===== src/rtl/vram_eng_pkg.sv =====
// Shared types and address packing for the VRAM fill/scroll engine.
package vram_eng_pkg;

    typedef enum logic [1:0] {
        FULL_CLEAR = 2'd0,
        LINE_CLEAR = 2'd1,
        RECT_FILL  = 2'd2,
        SCROLL_UP  = 2'd3
    } cmd_e;

    typedef enum logic [2:0] {
        IDLE     = 3'd0,
        FILL     = 3'd1,
        RD_ISSUE = 3'd2,
        RD_WAIT  = 3'd3,
        CP_WRITE = 3'd4,
        FINISH   = 3'd5
    } state_e;

    localparam int unsigned ADDR_FN_W = 32;

    // {y,x} packing; callers truncate to their own address width
    function automatic logic [ADDR_FN_W-1:0] pack_addr(input logic [15:0] y,
                                                       input logic [15:0] x,
                                                       input int unsigned col_w);
        return (ADDR_FN_W'(y) << col_w) | ADDR_FN_W'(x);
    endfunction

endpackage


===== src/rtl/vram_fill_scroll_engine_if.sv =====
// Command and VRAM port bundle between console controller, engine and VRAM arbiter.
interface vram_fill_scroll_engine_if #(
    parameter int unsigned COL_W  = 7,
    parameter int unsigned ROW_W  = 5,
    parameter int unsigned DATA_W = 8
);
    logic                    start;
    logic [1:0]              cmd;
    logic [DATA_W-1:0]       fill_value;
    logic [COL_W-1:0]        x0, x1;
    logic [ROW_W-1:0]        y0, y1, scroll_n;
    logic                    busy, done, err;
    logic                    we, wready, re;
    logic [ROW_W+COL_W-1:0]  waddr, raddr;
    logic [DATA_W-1:0]       wdata, rdata;

    modport master (
        input  start, cmd, fill_value, x0, x1, y0, y1, scroll_n, wready, rdata,
        output busy, done, err, we, waddr, wdata, re, raddr
    );

    modport slave (
        output start, cmd, fill_value, x0, x1, y0, y1, scroll_n, wready, rdata,
        input  busy, done, err, we, waddr, wdata, re, raddr
    );
endinterface


===== src/rtl/rect_walker.sv =====
// Row-major cursor over an inclusive rectangle; steps once per advance, flags the final cell.
module rect_walker #(
    parameter int unsigned COL_W = 7,
    parameter int unsigned ROW_W = 5
) (
    input  logic             clk,
    input  logic             rst,
    input  logic             load,
    input  logic [COL_W-1:0] x_lo,
    input  logic [COL_W-1:0] x_hi,
    input  logic [ROW_W-1:0] y_lo,
    input  logic [ROW_W-1:0] y_hi,
    input  logic             advance,
    output logic [COL_W-1:0] cur_x,
    output logic [ROW_W-1:0] cur_y,
    output logic             last,
    output logic [COL_W-1:0] nxt_x_c,
    output logic [ROW_W-1:0] nxt_y_c
);
    logic [COL_W-1:0] xl_q, xh_q;
    logic [ROW_W-1:0] yh_q;

    always_comb begin
        nxt_x_c = COL_W'(cur_x + 1'b1);
        nxt_y_c = cur_y;
        if (cur_x == xh_q) begin
            nxt_x_c = xl_q;
            nxt_y_c = ROW_W'(cur_y + 1'b1);
        end
    end

    // the cursor is frozen on the final cell so it never leaves the region
    always_ff @(posedge clk or posedge rst) begin
        if (rst) begin
            xl_q  <= '0;
            xh_q  <= '0;
            yh_q  <= '0;
            cur_x <= '0;
            cur_y <= '0;
            last  <= 1'b0;
        end else if (load) begin
            xl_q  <= x_lo;
            xh_q  <= x_hi;
            yh_q  <= y_hi;
            cur_x <= x_lo;
            cur_y <= y_lo;
            last  <= (x_lo == x_hi) && (y_lo == y_hi);
        end else if (advance && !last) begin
            cur_x <= nxt_x_c;
            cur_y <= nxt_y_c;
            last  <= (nxt_x_c == xh_q) && (nxt_y_c == yh_q);
        end
    end
endmodule


===== src/rtl/vram_fill_scroll_engine.sv =====
// Clear, line clear, rectangle fill and scroll-up engine for the character VRAM write path.
module vram_fill_scroll_engine
    import vram_eng_pkg::*;
#(
    parameter int unsigned COLS   = 80,
    parameter int unsigned ROWS   = 30,
    parameter int unsigned COL_W  = 7,
    parameter int unsigned ROW_W  = 5,
    parameter int unsigned DATA_W = 8,
    parameter int unsigned RD_LAT = 1
) (
    input  logic                      clk,
    input  logic                      rst,
    vram_fill_scroll_engine_if.master bus
);
    localparam int unsigned     AW     = ROW_W + COL_W;
    localparam int unsigned     LW     = (RD_LAT > 1) ? $clog2(RD_LAT) : 1;
    localparam logic [COL_W-1:0] X_MAX = COL_W'(COLS - 1);
    localparam logic [ROW_W-1:0] Y_MAX = ROW_W'(ROWS - 1);
    localparam logic [ROW_W:0]   ROWS_E = (ROW_W + 1)'(ROWS);
    localparam logic [COL_W:0]   COLS_E = (COL_W + 1)'(COLS);

    state_e            state;
    logic              busy_q, done_q, err_q, we_q, re_q, rej_q;
    logic [AW-1:0]     raddr_q;
    logic [DATA_W-1:0] wdata_q, fill_q;
    logic [ROW_W-1:0]  n_q;
    logic [LW-1:0]     wait_q;

    logic              w_load, w_adv, w_last;
    logic [COL_W-1:0]  w_xlo, w_xhi, cur_x, nxt_x_c;
    logic [ROW_W-1:0]  w_ylo, w_yhi, cur_y, nxt_y_c;

    cmd_e              cmd_c;
    logic [ROW_W:0]    n_ext_c, nq_ext_c;
    logic              line_bad_c, rect_bad_c, scroll_zero_c, scroll_full_c;
    logic              reject_c, no_op_c, copy_c;

    assign cmd_c         = cmd_e'(bus.cmd);
    assign n_ext_c       = {1'b0, bus.scroll_n};
    assign nq_ext_c      = {1'b0, n_q};
    assign line_bad_c    = ({1'b0, bus.y0} >= ROWS_E);
    assign rect_bad_c    = (bus.x0 > bus.x1) || (bus.y0 > bus.y1) ||
                           ({1'b0, bus.x1} >= COLS_E) || ({1'b0, bus.y1} >= ROWS_E);
    assign scroll_zero_c = (bus.scroll_n == '0);
    assign scroll_full_c = (n_ext_c >= ROWS_E);
    assign reject_c      = ((cmd_c == LINE_CLEAR) && line_bad_c) ||
                           ((cmd_c == RECT_FILL) && rect_bad_c);
    assign no_op_c       = reject_c || ((cmd_c == SCROLL_UP) && scroll_zero_c);
    assign copy_c        = (cmd_c == SCROLL_UP) && !scroll_zero_c && !scroll_full_c;

    // walker region select: command region at latch, vacated rows after the copy phase
    always_comb begin
        w_load = 1'b0;
        w_xlo  = '0;
        w_xhi  = X_MAX;
        w_ylo  = '0;
        w_yhi  = Y_MAX;
        w_adv  = bus.wready && !w_last && ((state == FILL) || (state == CP_WRITE));
        if (state == IDLE && bus.start && !no_op_c) begin
            w_load = 1'b1;
            case (cmd_c)
                LINE_CLEAR: begin
                    w_ylo = bus.y0;
                    w_yhi = bus.y0;
                end
                RECT_FILL: begin
                    w_xlo = bus.x0;
                    w_xhi = bus.x1;
                    w_ylo = bus.y0;
                    w_yhi = bus.y1;
                end
                SCROLL_UP: begin
                    if (!scroll_full_c) w_yhi = ROW_W'(ROWS_E - (ROW_W + 1)'(1) - n_ext_c);
                end
                default: ;
            endcase
        end else if (state == CP_WRITE && bus.wready && w_last) begin
            w_load = 1'b1;
            w_ylo  = ROW_W'(ROWS_E - nq_ext_c);
        end
    end

    rect_walker #(.COL_W(COL_W), .ROW_W(ROW_W)) u_walker (
        .clk     (clk),
        .rst     (rst),
        .load    (w_load),
        .x_lo    (w_xlo),
        .x_hi    (w_xhi),
        .y_lo    (w_ylo),
        .y_hi    (w_yhi),
        .advance (w_adv),
        .cur_x   (cur_x),
        .cur_y   (cur_y),
        .last    (w_last),
        .nxt_x_c (nxt_x_c),
        .nxt_y_c (nxt_y_c)
    );

    // command sequencer; rejected and empty commands spend one busy cycle in FINISH first
    always_ff @(posedge clk or posedge rst) begin
        if (rst) begin
            state   <= IDLE;
            busy_q  <= 1'b0;
            done_q  <= 1'b0;
            err_q   <= 1'b0;
            we_q    <= 1'b0;
            re_q    <= 1'b0;
            rej_q   <= 1'b0;
            raddr_q <= '0;
            wdata_q <= '0;
            fill_q  <= '0;
            n_q     <= '0;
            wait_q  <= '0;
        end else begin
            case (state)
                IDLE: begin
                    if (bus.start) begin
                        fill_q <= bus.fill_value;
                        n_q    <= bus.scroll_n;
                        busy_q <= 1'b1;
                        if (no_op_c) begin
                            rej_q <= reject_c;
                            state <= FINISH;
                        end else if (copy_c) begin
                            re_q    <= 1'b1;
                            raddr_q <= AW'(pack_addr(16'(bus.scroll_n), 16'(0), COL_W));
                            state   <= RD_ISSUE;
                        end else begin
                            we_q    <= 1'b1;
                            wdata_q <= bus.fill_value;
                            state   <= FILL;
                        end
                    end
                end
                FILL: begin
                    if (bus.wready && w_last) begin
                        we_q   <= 1'b0;
                        busy_q <= 1'b0;
                        done_q <= 1'b1;
                        state  <= FINISH;
                    end
                end
                RD_ISSUE: begin
                    re_q   <= 1'b0;
                    wait_q <= '0;
                    state  <= RD_WAIT;
                end
                RD_WAIT: begin
                    if (wait_q == LW'(RD_LAT - 1)) begin
                        wdata_q <= bus.rdata;
                        we_q    <= 1'b1;
                        state   <= CP_WRITE;
                    end else begin
                        wait_q <= LW'(wait_q + 1'b1);
                    end
                end
                CP_WRITE: begin
                    if (bus.wready) begin
                        if (w_last) begin
                            wdata_q <= fill_q;
                            state   <= FILL;
                        end else begin
                            we_q    <= 1'b0;
                            re_q    <= 1'b1;
                            raddr_q <= AW'(pack_addr(16'({1'b0, nxt_y_c} + nq_ext_c),
                                                     16'(nxt_x_c), COL_W));
                            state   <= RD_ISSUE;
                        end
                    end
                end
                FINISH: begin
                    if (!done_q) begin
                        busy_q <= 1'b0;
                        done_q <= 1'b1;
                        err_q  <= rej_q;
                    end else begin
                        done_q <= 1'b0;
                        err_q  <= 1'b0;
                        state  <= IDLE;
                    end
                end
                default: state <= IDLE;
            endcase
        end
    end

    assign bus.busy  = busy_q;
    assign bus.done  = done_q;
    assign bus.err   = err_q;
    assign bus.we    = we_q;
    assign bus.wdata = wdata_q;
    assign bus.waddr = AW'(pack_addr(16'(cur_y), 16'(cur_x), COL_W));
    assign bus.re    = re_q;
    assign bus.raddr = raddr_q;
endmodule


===== src/flat_wrapper.sv =====
// flat-port wrapper written by rule: the top's interface ports become plain ports
module vram_fill_scroll_engine_flat import vram_eng_pkg::*;
#(
    parameter int unsigned COLS   = 80,
    parameter int unsigned ROWS   = 30,
    parameter int unsigned COL_W  = 7,
    parameter int unsigned ROW_W  = 5,
    parameter int unsigned DATA_W = 8,
    parameter int unsigned RD_LAT = 1
)
  (clk, rst, bus_start, bus_cmd, bus_fill_value, bus_x0, bus_x1, bus_y0, bus_y1, bus_scroll_n, bus_wready, bus_rdata, bus_busy, bus_done, bus_err, bus_we, bus_waddr, bus_wdata, bus_re, bus_raddr);
  vram_fill_scroll_engine_if #(.COL_W(COL_W), .ROW_W(ROW_W), .DATA_W(DATA_W)) bus_i ();
  input  logic clk;
  input  logic rst;
  input wire logic [$bits(bus_i.start)-1:0] bus_start;
  input wire logic [$bits(bus_i.cmd)-1:0] bus_cmd;
  input wire logic [$bits(bus_i.fill_value)-1:0] bus_fill_value;
  input wire logic [$bits(bus_i.x0)-1:0] bus_x0;
  input wire logic [$bits(bus_i.x1)-1:0] bus_x1;
  input wire logic [$bits(bus_i.y0)-1:0] bus_y0;
  input wire logic [$bits(bus_i.y1)-1:0] bus_y1;
  input wire logic [$bits(bus_i.scroll_n)-1:0] bus_scroll_n;
  input wire logic [$bits(bus_i.wready)-1:0] bus_wready;
  input wire logic [$bits(bus_i.rdata)-1:0] bus_rdata;
  output wire logic [$bits(bus_i.busy)-1:0] bus_busy;
  output wire logic [$bits(bus_i.done)-1:0] bus_done;
  output wire logic [$bits(bus_i.err)-1:0] bus_err;
  output wire logic [$bits(bus_i.we)-1:0] bus_we;
  output wire logic [$bits(bus_i.waddr)-1:0] bus_waddr;
  output wire logic [$bits(bus_i.wdata)-1:0] bus_wdata;
  output wire logic [$bits(bus_i.re)-1:0] bus_re;
  output wire logic [$bits(bus_i.raddr)-1:0] bus_raddr;
  assign bus_i.start = bus_start;
  assign bus_i.cmd = bus_cmd;
  assign bus_i.fill_value = bus_fill_value;
  assign bus_i.x0 = bus_x0;
  assign bus_i.x1 = bus_x1;
  assign bus_i.y0 = bus_y0;
  assign bus_i.y1 = bus_y1;
  assign bus_i.scroll_n = bus_scroll_n;
  assign bus_i.wready = bus_wready;
  assign bus_i.rdata = bus_rdata;
  assign bus_busy = bus_i.busy;
  assign bus_done = bus_i.done;
  assign bus_err = bus_i.err;
  assign bus_we = bus_i.we;
  assign bus_waddr = bus_i.waddr;
  assign bus_wdata = bus_i.wdata;
  assign bus_re = bus_i.re;
  assign bus_raddr = bus_i.raddr;
  vram_fill_scroll_engine #(.COLS(COLS), .ROWS(ROWS), .COL_W(COL_W), .ROW_W(ROW_W), .DATA_W(DATA_W), .RD_LAT(RD_LAT)) u_core (.clk(clk), .rst(rst), .bus(bus_i));
endmodule

===== config.mk =====
export PLATFORM = sky130hd
export DESIGN_NAME = vram_fill_scroll_engine_flat
export DESIGN_NICKNAME = d
export VERILOG_FILES = /design/src/rtl/vram_eng_pkg.sv /design/src/rtl/vram_fill_scroll_engine_if.sv /design/src/rtl/rect_walker.sv /design/src/rtl/vram_fill_scroll_engine.sv /design/src/flat_wrapper.sv
export SDC_FILE = /design/constraint.sdc
export NUM_CORES = 1
export LEC_CHECK = 0
export CELL_PAD_IN_SITES_DETAIL_PLACEMENT = 1
export CELL_PAD_IN_SITES_GLOBAL_PLACEMENT = 1
export CORE_MARGIN = 5
export CORE_UTILIZATION = 37
export CTS_BUF_LIST = sky130_fd_sc_hd__clkbuf_16
export CTS_CLUSTER_DIAMETER = 200
export DETAILED_ROUTE_END_ITERATION = 12
export PLACE_DENSITY_LB_ADDON = 0.08
export SLEW_MARGIN = 30
export SYNTH_ARGS = -nofsm -noshare
export SYNTH_HDL_FRONTEND = slang
export SYNTH_HIERARCHICAL = 1
export SYNTH_SLANG_ARGS = --single-unit

===== constraint.sdc =====
create_clock -name clk -period 3 [get_ports clk]
set_clock_uncertainty 0.05 [all_clocks]
set_input_delay 0.75 -clock clk [delete_from_list [all_inputs] [get_ports clk]]
set_output_delay 0.75 -clock clk [all_outputs]
set_load 0.03 [all_outputs]

Word level (Yosys, flattened, before mapping)
Cells that the tools add are included.
- $add $sub $neg: 6
- magnitude comparators: 6
- equality and inequality tests: 24
- muxes and demuxes: 65
- bitwise logic cells: 2
- reduce and logical (&&, ||, !) cells: 45
- operator list (operator ; number):
    12-bit two-way mux ; 5
    7-bit two-way mux ; 7
    8-bit two-way mux ; 6
    5-bit two-way mux ; 8
    12-bit by 7-bit OR with 12-bit output ; 2
    12-bit one-hot mux with 2 select lines ; 1
    8-bit one-hot mux with 3 select lines ; 1
    1-bit two-way mux ; 22
    7-bit equality test ; 3
    3-bit two-way mux ; 6
    2-bit != test, second input constant ; 9
    3-bit one-hot mux with 6 select lines ; 1
    5-bit greater-or-equal comparator, second input constant ; 3
    1-bit logical AND ; 15
    5-bit one-hot mux with 3 select lines ; 1
    6-bit AND reduction ; 2
    5-bit equality test ; 2
    5-bit subtractor, first input constant ; 2
    3-bit nonzero test ; 3
    8-bit AND reduction ; 1
    2-bit nonzero test ; 4
    7-bit by 1-bit adder with 7-bit output, second input constant ; 1
    7-bit greater-or-equal comparator, second input constant ; 1
    7-bit greater-than comparator ; 1
    other kinds (25) ; 41
- register bits after elaboration: 75
- output and inout port bits: 37
- logic and storage cells: 166

Depth between registers and ports, before layout
- depth in word-level cells: 13
- depth in mapped cells: 14

Modules after synthesis
Netlist, hierarchy kept.
- by module, submodules not included (module ; times used ; cells an instance ; area each (sq um)):
    vram_fill_scroll_engine ; 1 ; 377 ; 3176.8
    rect_walker ; 1 ; 237 ; 2219.6

Worst setup path before layout
OpenSTA, ideal clock, no wires.
- kind: input-to-reg
- start: input port bus_y1[4]
- end: register u_core.u_walker.xh_q[2]
- data arrival time: 3.349 ns
- data required time: 2.825 ns
- slack: -0.523 ns
- stages on the path: 11
- path buffers: 2
- path through: inv_1 ha_1 nand4_1 or2_2 a21oi_1 a21boi_0 nor3_1 or2_2 clkbuf_1 buf_1 mux2_2
- word-level cells in the longest chain between the ends: 10
- elaborated cells on any way between the ends: 12
- those cells by class: order compare (2); mux (2); reduce/logical (8)
- RTL lines (what ; line ; text):
    from (decl) ; flat_wrapper.sv:21 ; input wire logic [$bits(bus_i.y1)-1:0] bus_y1;
    5-bit greater-than comparator ; vram_fill_scroll_engine.sv:43 ; assign rect_bad_c = (bus.x0 > bus.x1) || (bus.y0 > bus.y1) ||
    1-bit logical OR (2 in series) ; vram_fill_scroll_engine.sv:43 ;
    1-bit logical OR * ; vram_fill_scroll_engine.sv:44 ; ({1'b0, bus.x1} >= COLS_E) || ({1'b0, bus.y1} >= ROWS_E);
    1-bit logical AND * ; vram_fill_scroll_engine.sv:48 ; ((cmd_c == RECT_FILL) && rect_bad_c);
    1-bit logical OR * ; vram_fill_scroll_engine.sv:47 ; assign reject_c = ((cmd_c == LINE_CLEAR) && line_bad_c) ||
    1-bit logical OR * ; vram_fill_scroll_engine.sv:49 ; assign no_op_c = reject_c || ((cmd_c == SCROLL_UP) && scroll_zero_c);
    1-bit zero test * ; vram_fill_scroll_engine.sv:60 ; if (state == IDLE && bus.start && !no_op_c) begin
    1-bit logical AND * ; vram_fill_scroll_engine.sv:60 ;
    1-bit two-way mux * ; vram_fill_scroll_engine.sv:60 ;
    net u_core.w_load ; vram_fill_scroll_engine.sv:30 ; logic w_load, w_adv, w_last;
    to (signal assigned) ; rect_walker.sv:43 ; xh_q <= x_hi;
    to (decl) ; rect_walker.sv:20 ; logic [COL_W-1:0] xl_q, xh_q;
The timed path passes the listed nets; every way through them passes the cells marked *.
A chain may end at the register's enable or synchronous reset.

Worst setup path after layout
- start: input port bus_y0[3]
- end: register u_core.u_walker.last
- word-level cells in the longest chain between the ends: 13
- elaborated cells on any way between the ends: 23
- those cells by class: order compare (2); eq/ne (2); mux (8); reduce/logical (11)
- RTL lines (what ; line ; text):
    from (decl) ; flat_wrapper.sv:20 ; input wire logic [$bits(bus_i.y0)-1:0] bus_y0;
    5-bit greater-than comparator ; vram_fill_scroll_engine.sv:43 ;
    1-bit logical OR (2 in series) ; vram_fill_scroll_engine.sv:43 ;
    1-bit logical OR ; vram_fill_scroll_engine.sv:44 ;
    1-bit logical AND ; vram_fill_scroll_engine.sv:48 ;
    1-bit logical OR * ; vram_fill_scroll_engine.sv:47 ;
    1-bit logical OR * ; vram_fill_scroll_engine.sv:49 ;
    1-bit zero test * ; vram_fill_scroll_engine.sv:60 ;
    1-bit logical AND * ; vram_fill_scroll_engine.sv:60 ;
    7-bit two-way mux * ; vram_fill_scroll_engine.sv:60 ;
    net u_core.w_xlo[3] ; vram_fill_scroll_engine.sv:31 ; logic [COL_W-1:0] w_xlo, w_xhi, cur_x, nxt_x_c;
    7-bit equality test * ; rect_walker.sv:47 ; last <= (x_lo == x_hi) && (y_lo == y_hi);
    1-bit logical AND * ; rect_walker.sv:47 ;
    1-bit two-way mux * ; rect_walker.sv:41 ; end else if (load) begin
    to (signal assigned) ; rect_walker.sv:47 ;
    to (signal assigned) ; rect_walker.sv:51 ; last <= (nxt_x_c == xh_q) && (nxt_y_c == yh_q);
    to (decl) ; rect_walker.sv:16 ; output logic last,
Marks and branches as above.

==> metrics.cfg <==
[outcome]
status=finished with violations
violations=negative setup slack

[worst_setup_path]
cp-startpoint=bus_y0[3]
required_ps=3200
r2r-start=u_core/u_walker/xh_q[2]$_DFFE_PP0P_
r2r_cells=13
rrSetupSlack_ps=-10
crit_chain=dlygate4sd2_1 -> ha_4 -> nand4_1 -> or2_4 -> a21oi_4 -> and4_4 -> buf_8 -> and2_4 -> xnor2_2 -> nand4_1 -> o31ai_2 -> o21ai_1 -> o31ai_2
critPathKind=in2reg
crit_path_max_incr_delay_ps=310
crit_fanout=7
start_kind=input pin
arrival_ps=3320
worstReg2RegEnd=u_core/bus.raddr[11]$_DFFE_PP0P_
critPathSlowestCell=and4_4
critPathCaptureType=register
endpoint=u_core/u_walker/last$_DFFE_PP0P_

[synth]
yosysSeqAreaShare_pct=34.3
synth_edf_count=0
synth_area_um2=5400
synth.most_common_cell=nand2_1
netlist.top_cell.by_area=dfrtp_1
ys_seq_elements=74
synth_fp_nets=690
synth_common_cells=nand2_1, dfrtp_1, inv_1
yosys_warnings=6
yosys-top-cells-area=dfrtp_1, nand2_1, ha_1
synth_top_area_share_pct=34.3
synth_cells=614
synthFlopType=dfrtp_1
synth.distinct_cells=70
ys_async_sr_fraction_pct=100
synth_area_per_cell_um2=8.79

[pwr]
internal-power_mw=3.54
power_switching_mw=2.65
switching_share_pct=42.8
power.share.clock_pct=18.0
powerDensity_nw_per_um2=773
p_leak_nw=3.56
comb_power_share_pct=55.3
sequentialPowerShare_pct=26.7
ir_drop_mv=0.512

[layout]
drive_above_1_share_pct=30.8
post-route-util_pct=55.6
syn2layout_area_growth_pct=48.7
n_antenna_cell=0
fin_nets=896
finish.cell_count_without_fillers=1009

[route]
routed_wl_um=19600
drc=0
first_pass_iters=5
ant_nets=0
drt_iter0_markers=314
vias=5483
vias_per_cell=5.43
wl_per_cell_um=19.5

[sta]
slew_headroom_pct=54.8
tightest_slew_ps=676
final-setup-viol-count=2
hold_violations=0
fmax_ghz=0.320
drv_slew=0
rsz0062_at_grt=true
setup_ws_ps=-121
period_share_pct=104
fin_crit_ps=3120

[grt]
grt_max_degree=42
antenna_found_initial=0
grt_usage_pct=23.9
gr-total-overflow=0
grt_pass1_vias=6084
grt_pass1_wl_um=31800

[placement]
io_buffer_count=87
dpl.cell_count=975
gp_congestion=0.935
hpwl_um=15000

[clock_network]
ctsHoldBuffers=0
numCtsBuffers=9
cts_tree=yes
cts_buffer_depth=2
clock_sinks=74
root_buffer=clkbuf_16
clk_pin_slew_worst_paths_ps=60
cts.htree.levels=3
clk_latency_ps=340

[die]
rows=44
core_um2=14400
die-area_um2=17100
start_util_pct=37.4
io_pins=88
die_x_um=131
die_y_um=131

[worst_hold_path]
hold_class=reg2reg

[job]
cap_viol_max_count=0

==> logic make-up after synthesis <==
group	after synthesis	synth area share (%)
multiplexers	38	7.81
adder cells (fa/ha/maj)	25	5.94
XOR/XNOR	45	7.30
buffers and inverters	73	5.98
flip-flops	74	34.3
AO/OA/AOI/OAI	154	19.8
AND/OR/NAND/NOR	205	18.8
==> critical path, delay by kind of cell <==
kind	cells	cell delay, ps
xor gates and xnor gates	1	120
buffers and inverters	2	400
AOI/OAI and AO/OA	4	660
and+or+nand+nor	5	1100
adders and majority gates	1	280
==> metal layers <==
layer | up-vias | track usage [%] | part of all wire, %
met1 | 2740 | 28.9 | 41
met5 | - | 0 | 0
met4 | 0 | 5.93 | 2.1
met3 | 31 | 4.43 | 2.9
li1 | 2596 | - | -
met2 | 116 | 43.7 | 53
==> cells in the final DEF (no fill, tap or decap), types with 11 or more instances in the layout <==
cell,netlist,routed
inv_1,42,34
xnor2_1,30,23
a21oi_1,16,13
nand2_1,104,103
dfrtp_1,74,72
buf_4,0,135
clkdlybuf4s50_1,0,59
ha_1,24,15
nor2_1,16,14
nand3_1,16,16
o21ai_1,21,24
dlygate4sd2_1,0,24
xor2_1,15,14
a22o_1,16,16
mux2_2,22,22
mux2i_1,11,11
o21ai_0,31,27
==> final cells by class <==
cell class	count	area, µm²
multi-input combinational	467	3540
timing repair buffer	226	1940
clock buffer	9	225
clock inverter	7	76.3
tap	184	230
sequential	74	1850
fill	1661	6400
inverter	42	158
==> how the worst min path moves through the flow <==
| stage | from | to | slack, ps | cells after the start |
|---|---|---|---|---|
| after floorplan | u_core/rej_q$_DFFE_PP0P_ | u_core/rej_q$_DFFE_PP0P_ | 400 | 2 |
| after global placement | u_core/fill_q[4]$_DFFE_PP0P_ | u_core/fill_q[4]$_DFFE_PP0P_ | 410 | 2 |
| after detailed placement | u_core/fill_q[5]$_DFFE_PP0P_ | u_core/fill_q[5]$_DFFE_PP0P_ | 410 | 2 |
| after CTS | u_core/fill_q[5]$_DFFE_PP0P_ | u_core/fill_q[5]$_DFFE_PP0P_ | 430 | 2 |
| after global routing | u_core/fill_q[7]$_DFFE_PP0P_ | u_core/fill_q[7]$_DFFE_PP0P_ | 450 | 2 |
| final | u_core/fill_q[5]$_DFFE_PP0P_ | u_core/fill_q[5]$_DFFE_PP0P_ | 430 | 2 |
==> sequential cells by signal, summed over array words and instances (netlist names), 3 cells and up <==
register,flops
u_core/bus.raddr,12
u_core/u_walker/yh_q,5
u_core/u_walker/cur_y,5
u_core/u_walker/xl_q,7
u_core/n_q,5
u_core/u_walker/cur_x,7
u_core/fill_q,8
u_core/state,3
u_core/u_walker/xh_q,7
u_core/bus.wdata,8
==> through the flow <==
step | instance area [µm²] | power, mW | hold WS, ps | setup TNS [ps] | setup slack, ps
4_1_cts | 7960 | 6.21 | 430 | 0 | 2.80
5_1_grt | 8020 | 6.62 | 451 | -791 | -215
3_3_place_gp | 7330 | 4.85 | 410 | -17980 | -674
2_1_floorplan | 5480 | 3.68 | 397 | -4.83 | -4.83
6_report | 8020 | 6.20 | 426 | -134 | -121
3_5_place_dp | 7330 | 4.98 | 415 | -22220 | -737
==> power groups by stage <==
stage / clock network [mW] / registers (mW) / logic, mW
2_1_floorplan: 0 / 1.93 / 1.75
3_3_place_gp: 0 / 1.65 / 3.20
3_5_place_dp: 0 / 1.67 / 3.32
4_1_cts: 1.14 / 1.66 / 3.41
5_1_grt: 1.19 / 1.70 / 3.73
6_report: 1.11 / 1.66 / 3.43
==> timing repair <==
item,in CTS,in global routing
gates resized for setup,78,12
pin swaps,36,20
setup endpoints to repair,38,17
cloned,1,0
setup buffers,12,5
Power figures use the tool's default switching activity.
